==> config.mk <==
export PLATFORM = sky130hd
export DESIGN_NAME = regfile_wb_arbiter
export DESIGN_NICKNAME = d
export VERILOG_FILES = /design/src/rtl/regfile_wb_arbiter.sv
export SDC_FILE = /design/constraint.sdc
export NUM_CORES = 1
export LEC_CHECK = 0
export CAP_MARGIN = 20
export CELL_PAD_IN_SITES_DETAIL_PLACEMENT = 1
export CELL_PAD_IN_SITES_GLOBAL_PLACEMENT = 2
export CORE_MARGIN = 10
export CORE_UTILIZATION = 17
export CTS_BUF_LIST = sky130_fd_sc_hd__clkbuf_16
export DETAILED_ROUTE_END_ITERATION = 8
export GPL_TIMING_DRIVEN = 0
export PLACE_DENSITY_LB_ADDON = 0.12
export RECOVER_POWER = 50
export SYNTH_ARGS = -nofsm -noshare
export SYNTH_HDL_FRONTEND = slang
export SYNTH_SLANG_ARGS = --single-unit
==> constraint.sdc <==
create_clock -name clk -period 1.17 [get_ports clk]
set_input_delay 0.117 -clock clk [delete_from_list [all_inputs] [get_ports clk]]
set_output_delay 0.117 -clock clk [all_outputs]
set_load 0.02 [all_outputs]
==> src/rtl/regfile_wb_arbiter.sv <==
// Write-port arbiter for the 32x32 register file: fixed priority to the pipeline (A) with a
// starvation guard for the long-latency unit (B). Define REGARB_SCOREBOARD_EN to add the busy scoreboard.
module regfile_wb_arbiter #(
    parameter int STARVE_LIMIT = 4,
    parameter int CNT_W        = 3
) (
    input  logic        clk,
    input  logic        rst_n,
    input  logic        a_valid,
    output logic        a_ready,
    input  logic [4:0]  a_rd,
    input  logic [31:0] a_data,
    input  logic        b_valid,
    output logic        b_ready,
    input  logic [4:0]  b_rd,
    input  logic [31:0] b_data,
    input  logic        issue_valid,
    input  logic [4:0]  issue_rd,
    output logic        issue_ready,
    input  logic [4:0]  rs1,
    input  logic [4:0]  rs2,
    output logic        hazard1,
    output logic        hazard2,
    output logic        W_en,
    output logic [4:0]  Rd,
    output logic [31:0] Wr_data
);

    localparam logic [CNT_W-1:0] LIMIT = CNT_W'(STARVE_LIMIT);

    logic [CNT_W-1:0] starveCnt_q, starveCnt_d;
    logic             wEn_q, wEn_d;
    logic [4:0]       rd_q, rd_d;
    logic [31:0]      wrData_q, wrData_d;
    logic             starve, grantA, grantB;
    logic             pend1, pend2;

    assign starve  = (starveCnt_q >= LIMIT);
    assign b_ready = ~a_valid | starve;
    assign a_ready = ~(b_valid & starve);
    assign grantB  = b_valid & b_ready;
    assign grantA  = a_valid & ~grantB;

    // The count only survives while B keeps asking and keeps losing; it parks at the limit.
    always_comb begin
        starveCnt_d = starveCnt_q;
        if (!b_valid || grantB) begin
            starveCnt_d = '0;
        end else if (starveCnt_q < LIMIT) begin
            starveCnt_d = starveCnt_q + CNT_W'(1);
        end
    end

    always_comb begin
        wEn_d    = 1'b0;
        rd_d     = rd_q;
        wrData_d = wrData_q;
        if (grantB) begin
            wEn_d    = |b_rd;
            rd_d     = b_rd;
            wrData_d = b_data;
        end else if (grantA) begin
            wEn_d    = |a_rd;
            rd_d     = a_rd;
            wrData_d = a_data;
        end
    end

    always_ff @(posedge clk) begin
        if (!rst_n) begin
            starveCnt_q <= '0;
            wEn_q       <= 1'b0;
            rd_q        <= '0;
            wrData_q    <= '0;
        end else begin
            starveCnt_q <= starveCnt_d;
            wEn_q       <= wEn_d;
            rd_q        <= rd_d;
            wrData_q    <= wrData_d;
        end
    end

    assign W_en    = wEn_q;
    assign Rd      = rd_q;
    assign Wr_data = wrData_q;

    // The file only absorbs the write at the end of the W_en cycle, so a reader then sees old data.
    assign pend1 = wEn_q & (rd_q == rs1) & (|rs1);
    assign pend2 = wEn_q & (rd_q == rs2) & (|rs2);

`ifdef REGARB_SCOREBOARD_EN
    logic [31:0] busy_q, busy_d;

    always_comb begin
        busy_d = busy_q;
        if (grantB) begin
            busy_d[b_rd] = 1'b0;
        end
        if (issue_valid & issue_ready & (|issue_rd)) begin
            busy_d[issue_rd] = 1'b1;
        end
        busy_d[0] = 1'b0;
    end

    always_ff @(posedge clk) begin
        if (!rst_n) begin
            busy_q <= '0;
        end else begin
            busy_q <= busy_d;
        end
    end

    assign issue_ready = ~busy_q[issue_rd];
    assign hazard1     = pend1 | busy_q[rs1];
    assign hazard2     = pend2 | busy_q[rs2];
`else
    logic unusedIssue;

    assign unusedIssue = ^{issue_valid, issue_rd};
    assign issue_ready = 1'b1;
    assign hazard1     = pend1;
    assign hazard2     = pend2;
`endif

endmodule
==> out/metrics.json, run 1 <==
{
  "grt_remaining_overflow": {"value": 0},
  "io_pins": {"value": 137},
  "cts_hold_buf": {"value": 0},
  "design.final.nets": {"value": 433},
  "detail-route-antenna-nets": {"value": 0},
  "clkTransAtPathRegs": {"value": 0.07, "unit": "ns"},
  "timing.critical_path.buf_inv": {"value": 1},
  "timing_worst_slew_pin_value": {"value": 0.7263, "unit": "ns"},
  "crit_path_start_kind": {"value": "flop"},
  "top_post_synthesis_cells_by_area": {"value": "dfxtp_1, o21a_1, o221a_2, o221a_1, xnor2_1"},
  "timing.critical_path.to_type": {"value": "output pin"},
  "synthesis.yosys.warnings": {"value": 0},
  "dieWidth": {"value": 128.1, "unit": "µm"},
  "r2r_cells": {"value": 5},
  "hold_path_class": {"value": "input pin to flop"},
  "core": {"value": 0.01142, "unit": "mm²"},
  "grt_antenna_before_repair": {"value": 0},
  "post-route-cell-area": {"value": 0.004053, "unit": "mm²"},
  "design.die.area": {"value": 0.01641, "unit": "mm²"},
  "setup_slack_reg_to_reg": {"value": -0.15, "unit": "ns"},
  "timing.critical_path.arrival": {"value": 1.47, "unit": "ns"},
  "outcome": {"value": "complete, but fails checks"},
  "total_leakage_power": {"value": 1.581, "unit": "nW"},
  "post_synth_most_frequent_cells": {"value": "dfxtp_1, o21a_1, o221a_2, nor2_1, o221a_1"},
  "maxClockFrequency": {"value": 0.6311, "unit": "GHz"},
  "ir_worst_vdd": {"value": 0.0005174, "unit": "V"},
  "timing.critical_path.slowest_stage_cell": {"value": "dfxtp_4"},
  "cts_htree_levels": {"value": 2},
  "synthesis.area": {"value": 0.001987, "unit": "mm²"},
  "fp.dieH": {"value": 128.1, "unit": "µm"},
  "placed_wire_length_estimate_after_detailed_placement": {"value": 7154, "unit": "µm"},
  "layout_setup_ws": {"value": -0.4144, "unit": "ns"},
  "critPathMaxFanout": {"value": 5},
  "critPathRequiredTime": {"value": 1.05, "unit": "ns"},
  "async_set_or_reset_flop_fraction_in_the_synthesized_netlist": {"value": 0, "unit": "%"},
  "wire_per_inst": {"value": 19.58, "unit": "µm"},
  "initial_core_util": {"value": 17.40, "unit": "%"},
  "synth.top_cell.area_share": {"value": 41.31, "unit": "%"},
  "nFillCells": {"value": 1280},
  "failed_checks": {"value": "negative setup slack"},
  "placementRows": {"value": 39},
  "syn-instance-count": {"value": 191},
  "port_buffers": {"value": 128},
  "synthDominantAreaCellType": {"value": "dfxtp_1"},
  "report.final.setup_viol": {"value": 37},
  "number_of_iterations_in_the_first_detailed_routing_pass": {"value": 4},
  "synth.distinct_cells": {"value": 30},
  "crit_cells": {"value": 4},
  "routed-via-count": {"value": 2129},
  "drive_above_1_share": {"value": 23.60, "unit": "%"},
  "cts-root-to-sink-buffers": {"value": 2},
  "grt_setup_unrepaired": {"value": "yes"},
  "ff_latch_count_synth": {"value": 41},
  "crit_family": {"value": "flip-flops"},
  "max-cap-violations": {"value": 0},
  "power.density_cell_area": {"value": 1084, "unit": "mW/mm²"},
  "min_delay_path_depth": {"value": 3},
  "layoutNonFillerInstCount": {"value": 482},
  "syn-num-nets": {"value": 286},
  "postPlaceCellArea": {"value": 0.003513, "unit": "mm²"},
  "slew-limit-headroom": {"value": 51.58, "unit": "%"},
  "vias_per_cell": {"value": 4.417},
  "globalplace.congestion": {"value": 0.6922},
  "clk-insertion-delay-late": {"value": 0.29, "unit": "ns"},
  "slew_viol_final": {"value": 0},
  "syn_area_per_cell": {"value": 10.40, "unit": "µm²"},
  "area_delta_synth_final": {"value": 104.0, "unit": "%"},
  "grt.total_usage": {"value": 11.49, "unit": "%"},
  "total_cts_buffers": {"value": 5},
  "finalCritPeriodShare": {"value": 135.4, "unit": "%"},
  "first_iter_violations": {"value": 36},
  "grt_pass1_vias": {"value": 2517},
  "yosysSeqAreaShare": {"value": 41.31, "unit": "%"},
  "route.final.wire_length": {"value": 9438, "unit": "µm"},
  "cts_tree": {"value": "built"},
  "yosys.cell_count.top_type": {"value": "dfxtp_1"},
  "dpl_cells": {"value": 462},
  "drcViolationCount": {"value": 0},
  "antenna-diode-count": {"value": 0},
  "critPathMaxStageDelay": {"value": 0.40, "unit": "ns"},
  "synth-edff-count": {"value": 0},
  "fin_crit": {"value": 1.584, "unit": "ns"},
  "clockRootBuffer": {"value": "clkbuf_16"},
  "sink_count_of_the_clock_tree": {"value": 41},
  "grt_pass1_wl": {"value": 14700, "unit": "µm"},
  "maximum_number_of_pins_on_one_net_before_global_route_repair": {"value": 14},
  "synthFlopType": {"value": "dfxtp_1"},
  "timing.final.hold_violations": {"value": 0},
  "fin_worst_skew": {"value": 0.005497, "unit": "ns"},
  "critical_path.cell_chain": {"value": "nor4_4 > or3_4 > a211oi_4 > buf_6"},
  "path_class": {"value": "flop to output pin"}
}
-- power by group --
group / total (mW) / internal (mW) / switching [mW]
combinational: 1.18 / 0.687 / 0.493
clock: 1.63 / 1.00 / 0.631
sequential: 1.58 / 1.50 / 0.0798
-- final timing paths --
path | to | startpoint
worst max-delay path | hazard2 | Rd[2]
worst min-delay path | starveCnt_q[0] | rst_n
worst max register to register | Rd[2] | starveCnt_q[2]
worst min register to register | starveCnt_q[0] | starveCnt_q[0]
-- per-layer routing --
layer  track usage, %  part of all wire, %
met5                0                    0
met2            19.51                   49
met3            5.170                  9.2
met1            12.76                   41
met4            2.980                 0.81
-- worst register-to-register path, delay by kind of cell, from the launching register on --
family / cells / cell delay (ns)
compound gates: 3 / 0.59
buf+inv: 2 / 0.28
flops: 1 / 0.34
-- cell families after synthesis --
group | after synthesis | share of synthesized area [%]
simple gates | 41 | 10.52
mux | 5 | 2.834
buf+inv | 19 | 6.863
other cells | 1 | 0.1887
xor+xnor | 8 | 3.527
flops | 41 | 41.31
fa+ha+maj | 1 | 0.6296
compound gates | 75 | 34.13
-- placed cells by master (no fill, tap or decap), types with 6 or more instances in the layout --
cell / netlist / final
clkdlybuf4s50_1: 0 / 85
dfxtp_1: 41 / 35
dlygate4sd2_1: 0 / 32
o21a_1: 29 / 29
o221a_4: 0 / 17
nor2_1: 14 / 14
buf_6: 6 / 12
o221a_1: 11 / 11
xnor2_1: 8 / 8
nand2_1: 7 / 6
buf_4: 3 / 6
o211ai_1: 6 / 6
-- through the flow --
step	hold slack, ns	total power [mW]	setup slack [ns]	utilization, %	setup TNS [ns]
finish	0.3843	4.392	-0.4144	35.49	-3.709
global route	0.4183	4.612	-0.4677	35.49	-6.317
CTS	0.4060	4.473	-0.4155	36.00	-8.080
detailed placement	0.4286	2.710	-0.7542	30.77	-23.00
global placement	0.4261	2.705	-0.7593	30.77	-22.69
floorplan	0.2401	2.082	-0.1118	-	-1.943
-- flip-flops by register name, summed over array words and instances (netlist names) --
name	count
Wr_data	32
Rd	5
starveCnt_q	3
W_en	1
-- cell type report --
class,instances,area [µm²],area share [%]
Tap cell,143,178.9,4.415
Multi-Input combinational cell,131,1274,31.43
Clock inverter,3,41.29,1.019
Buffer,17,147.6,3.643
Clock buffer,5,125.1,3.087
Sequential cell,41,838.3,20.69
Timing Repair Buffer,142,1448,35.72
-- repair_timing --
action / CTS / global route
endpoints found under the hold margin: 0 / 0
cloned: 4 / 0
gates resized for setup: 105 / 16
buffers inserted: 11 / 2
endpoints found under the setup margin: 83 / 52
pin swaps: 9 / 6
No activity file was read; power rests on OpenSTA's default activity.
==> inputs of run 2 (changes only) <==
- CORE_MARGIN: 10 -> not set
==> run 2 against run 1 <==
  * The run still ends with negative setup slack left
  * Die area down 26%
  * Hold slack better by 0.0092 ns
  * Cell count up 1.5%
  * Clock skew about the same
  * Setup slack better by 0.048 ns
  * Global-route usage up 3.2 points
  * Fmax up 3.2%
  * Register-to-register slack about the same
  * Routed wire length down 11%
  * Combinational power about the same
  * Largest power group is now sequential cells
  * Highest routed layer unchanged
==> out/metrics.json, run 2 (same netlist as run 1, synthesis figures left out) <==
{
  "hold_path_class": {"value": "input pin to flop"},
  "design.die.area": {"value": 0.01212, "unit": "mm²", "change": "-26%"},
  "finalCritPeriodShare": {"value": 131.3, "unit": "%", "change": "-4.1 points"},
  "dpl_worst_slack": {"value": -0.7148, "unit": "ns", "change": "+0.03943 ns"},
  "number_of_iterations_in_the_first_detailed_routing_pass": {"value": 3, "change": "-1"},
  "clockRootBuffer": {"value": "clkbuf_16"},
  "grt_antenna_before_repair": {"value": 0, "change": "unchanged"},
  "cts-root-to-sink-buffers": {"value": 2, "change": "unchanged"},
  "maximum_number_of_pins_on_one_net_before_global_route_repair": {"value": 13, "change": "-1"},
  "cts_tree": {"value": "built"},
  "layout_commonest_cell": {"value": "clkdlybuf4s50_1"},
  "critPathRequiredTime": {"value": 1.05, "unit": "ns", "change": "about the same"},
  "antenna-diode-count": {"value": 0, "change": "unchanged"},
  "fin_setup_tns": {"value": -4.328, "unit": "ns", "change": "-0.6186 ns"},
  "drive_above_1_share": {"value": 25.72, "unit": "%", "change": "+2.1 points"},
  "routed-via-count": {"value": 2141, "change": "+0.56%"},
  "p_total": {"value": 4.144, "unit": "mW", "change": "-5.7%"},
  "io_pins": {"value": 137, "change": "unchanged"},
  "hold_path_end": {"value": "starveCnt_q[0]"},
  "first_iter_violations": {"value": 35, "change": "-2.8%"},
  "post-route-cell-area": {"value": 0.004093, "unit": "mm²", "change": "+0.99%"},
  "drcViolationCount": {"value": 0, "change": "unchanged"},
  "reg2reg_from": {"value": "starveCnt_q[2]"},
  "slew_viol_final": {"value": 0, "change": "unchanged"},
  "critPathMaxFanout": {"value": 5, "change": "unchanged"},
  "layoutNonFillerInstCount": {"value": 489, "change": "+1.5%"},
  "maxClockFrequency": {"value": 0.6510, "unit": "GHz", "change": "+3.2%"},
  "globalplace.congestion": {"value": 0.6641, "change": "-4.1%"},
  "timing.critical_path.arrival": {"value": 1.42, "unit": "ns", "change": "-0.05 ns"},
  "r2r_cells": {"value": 5, "change": "unchanged"},
  "grt_remaining_overflow": {"value": 0, "change": "unchanged"},
  "sink_count_of_the_clock_tree": {"value": 41, "change": "unchanged"},
  "path_class": {"value": "flop to output pin"},
  "cts_htree_levels": {"value": 2, "change": "unchanged"},
  "total_leakage_power": {"value": 1.639, "unit": "nW", "change": "+3.6%"},
  "postPlaceCellArea": {"value": 0.003513, "unit": "mm²", "change": "unchanged"},
  "fin_worst_skew": {"value": 0.005194, "unit": "ns", "change": "-0.0003033 ns"},
  "dieWidth": {"value": 110.1, "unit": "µm", "change": "-14%"},
  "multiInputGateArea": {"value": 0.001262, "unit": "mm²", "change": "-0.88%"},
  "outcome": {"value": "complete, but fails checks"},
  "core": {"value": 0.01142, "unit": "mm²", "change": "unchanged"},
  "max-cap-violations": {"value": 0, "change": "unchanged"},
  "setup_slack_reg_to_reg": {"value": -0.14, "unit": "ns", "change": "about the same"},
  "port_buffers": {"value": 128, "change": "unchanged"},
  "most-common-layout-cells": {"value": "clkdlybuf4s50_1, dlygate4sd2_1, dfxtp_1"},
  "nFillCells": {"value": 1298, "change": "+1.4%"},
  "grt.total_usage": {"value": 14.70, "unit": "%", "change": "+3.2 points"},
  "timing.final.hold_violations": {"value": 0, "change": "unchanged"},
  "grt_pass1_vias": {"value": 2492, "change": "-0.99%"},
  "timing.critical_path.to_type": {"value": "output pin"},
  "report.final.setup_viol": {"value": 37, "change": "unchanged"},
  "vias_per_cell": {"value": 4.378, "change": "-0.88%"},
  "power.density_cell_area": {"value": 1012, "unit": "mW/mm²", "change": "-6.6%"},
  "fin_crit": {"value": 1.536, "unit": "ns", "change": "-0.04843 ns"},
  "worstHoldStart": {"value": "rst_n"},
  "placed_wire_length_estimate_after_detailed_placement": {"value": 5941, "unit": "µm", "change": "-17%"},
  "route.final.wire_length": {"value": 8423, "unit": "µm", "change": "-11%"},
  "placementRows": {"value": 39, "change": "unchanged"},
  "area_delta_synth_final": {"value": 106.0, "unit": "%"},
  "timing_worst_slew_pin_value": {"value": 0.7437, "unit": "ns", "change": "+0.01738 ns"},
  "grt_setup_unrepaired": {"value": "yes"},
  "crit_path_start_kind": {"value": "flop"},
  "design.final.nets": {"value": 440, "change": "+1.6%"},
  "largest_register_ff_count": {"value": 32, "change": "unchanged"},
  "finish.utilization": {"value": 35.84, "unit": "%", "change": "+0.35 points"},
  "detail-route-antenna-nets": {"value": 0, "change": "unchanged"},
  "slew-limit-headroom": {"value": 50.42, "unit": "%", "change": "-1.2 points"},
  "regArea": {"value": 838.3, "unit": "µm²", "change": "unchanged"},
  "clk-insertion-delay-late": {"value": 0.29, "unit": "ns", "change": "about the same"},
  "worst_hold_slack": {"value": 0.3934, "unit": "ns", "change": "+0.009154 ns"},
  "min_delay_path_depth": {"value": 3, "change": "unchanged"},
  "wire_per_inst": {"value": 17.22, "unit": "µm", "change": "-12%"},
  "regToRegEndpoint": {"value": "Wr_data[2]"},
  "grt_pass1_wl": {"value": 13230, "unit": "µm", "change": "-10%"},
  "clkTransAtPathRegs": {"value": 0.06, "unit": "ns", "change": "about the same"},
  "ir_worst_vdd": {"value": 0.0006230, "unit": "V", "change": "+20%"},
  "initial_core_util": {"value": 17.40, "unit": "%", "change": "unchanged"},
  "total_cts_buffers": {"value": 5, "change": "unchanged"},
  "dpl_cells": {"value": 462, "change": "unchanged"},
  "fp.dieH": {"value": 110.1, "unit": "µm", "change": "-14%"},
  "layout_setup_ws": {"value": -0.3660, "unit": "ns", "change": "+0.04843 ns"},
  "cts_hold_buf": {"value": 0, "change": "unchanged"},
  "failed_checks": {"value": "negative setup slack"}
}
==> run 2: what timing repair did <==
| action | CTS | global route |
|---|---|---|
| setup endpoints to repair | 83 | 46 |
| pin swaps | 11 | 6 |
| gates cloned | 5 | 0 |
| gates resized for setup | 110 | 9 |
| hold endpoints to repair | 0 | 0 |
| buffers inserted | 16 | 2 |
==> run 2: worst max-delay path, stage by stage (launching register included) <==
cell      delay (ns)
dfxtp_4         0.38
nor4_2          0.06
or3_4           0.34
a211oi_4        0.21
buf_6           0.14
==> run 2: layout make-up <==
cell class,instances,share of cell area [%]
multi-input cells,131,30.85
repair buffers,149,37.11
well taps,143,4.372
flip-flops and latches,41,20.48
clock buffers,5,3.057
plain buffers,17,3.791
clock inverters,3,0.3363
==> run 2: report_power, final <==
| group | internal (mW) | switching [mW] | total (mW) |
|---|---|---|---|
| registers | 1.50 | 0.0746 | 1.58 |
| logic | 0.713 | 0.498 | 1.21 |
| clock network | 0.776 | 0.582 | 1.36 |
==> run 2: how the worst max path moves through the flow <==
stage	start	endpoint	slack (ns)
after floorplan	starveCnt_q[2]	Wr_data[15]	-0.11
after global placement	rs1[4]	hazard1	-0.70
after detailed placement	rs1[4]	hazard1	-0.71
after CTS	Rd[1]	hazard1	-0.41
after global routing	Rd[2]	hazard2	-0.43
final	Rd[1]	hazard1	-0.37
==> run 2: metal layers <==
layer / vias up / wire length, µm / GRT usage, %
li1: 1042 / - / -
met1: 1018 / 3633 / 16.96
met2: 76 / 4092 / 26.34
met3: 5 / 627 / 4.644
met4: 0 / 70 / 3.383
met5: - / 0 / 0
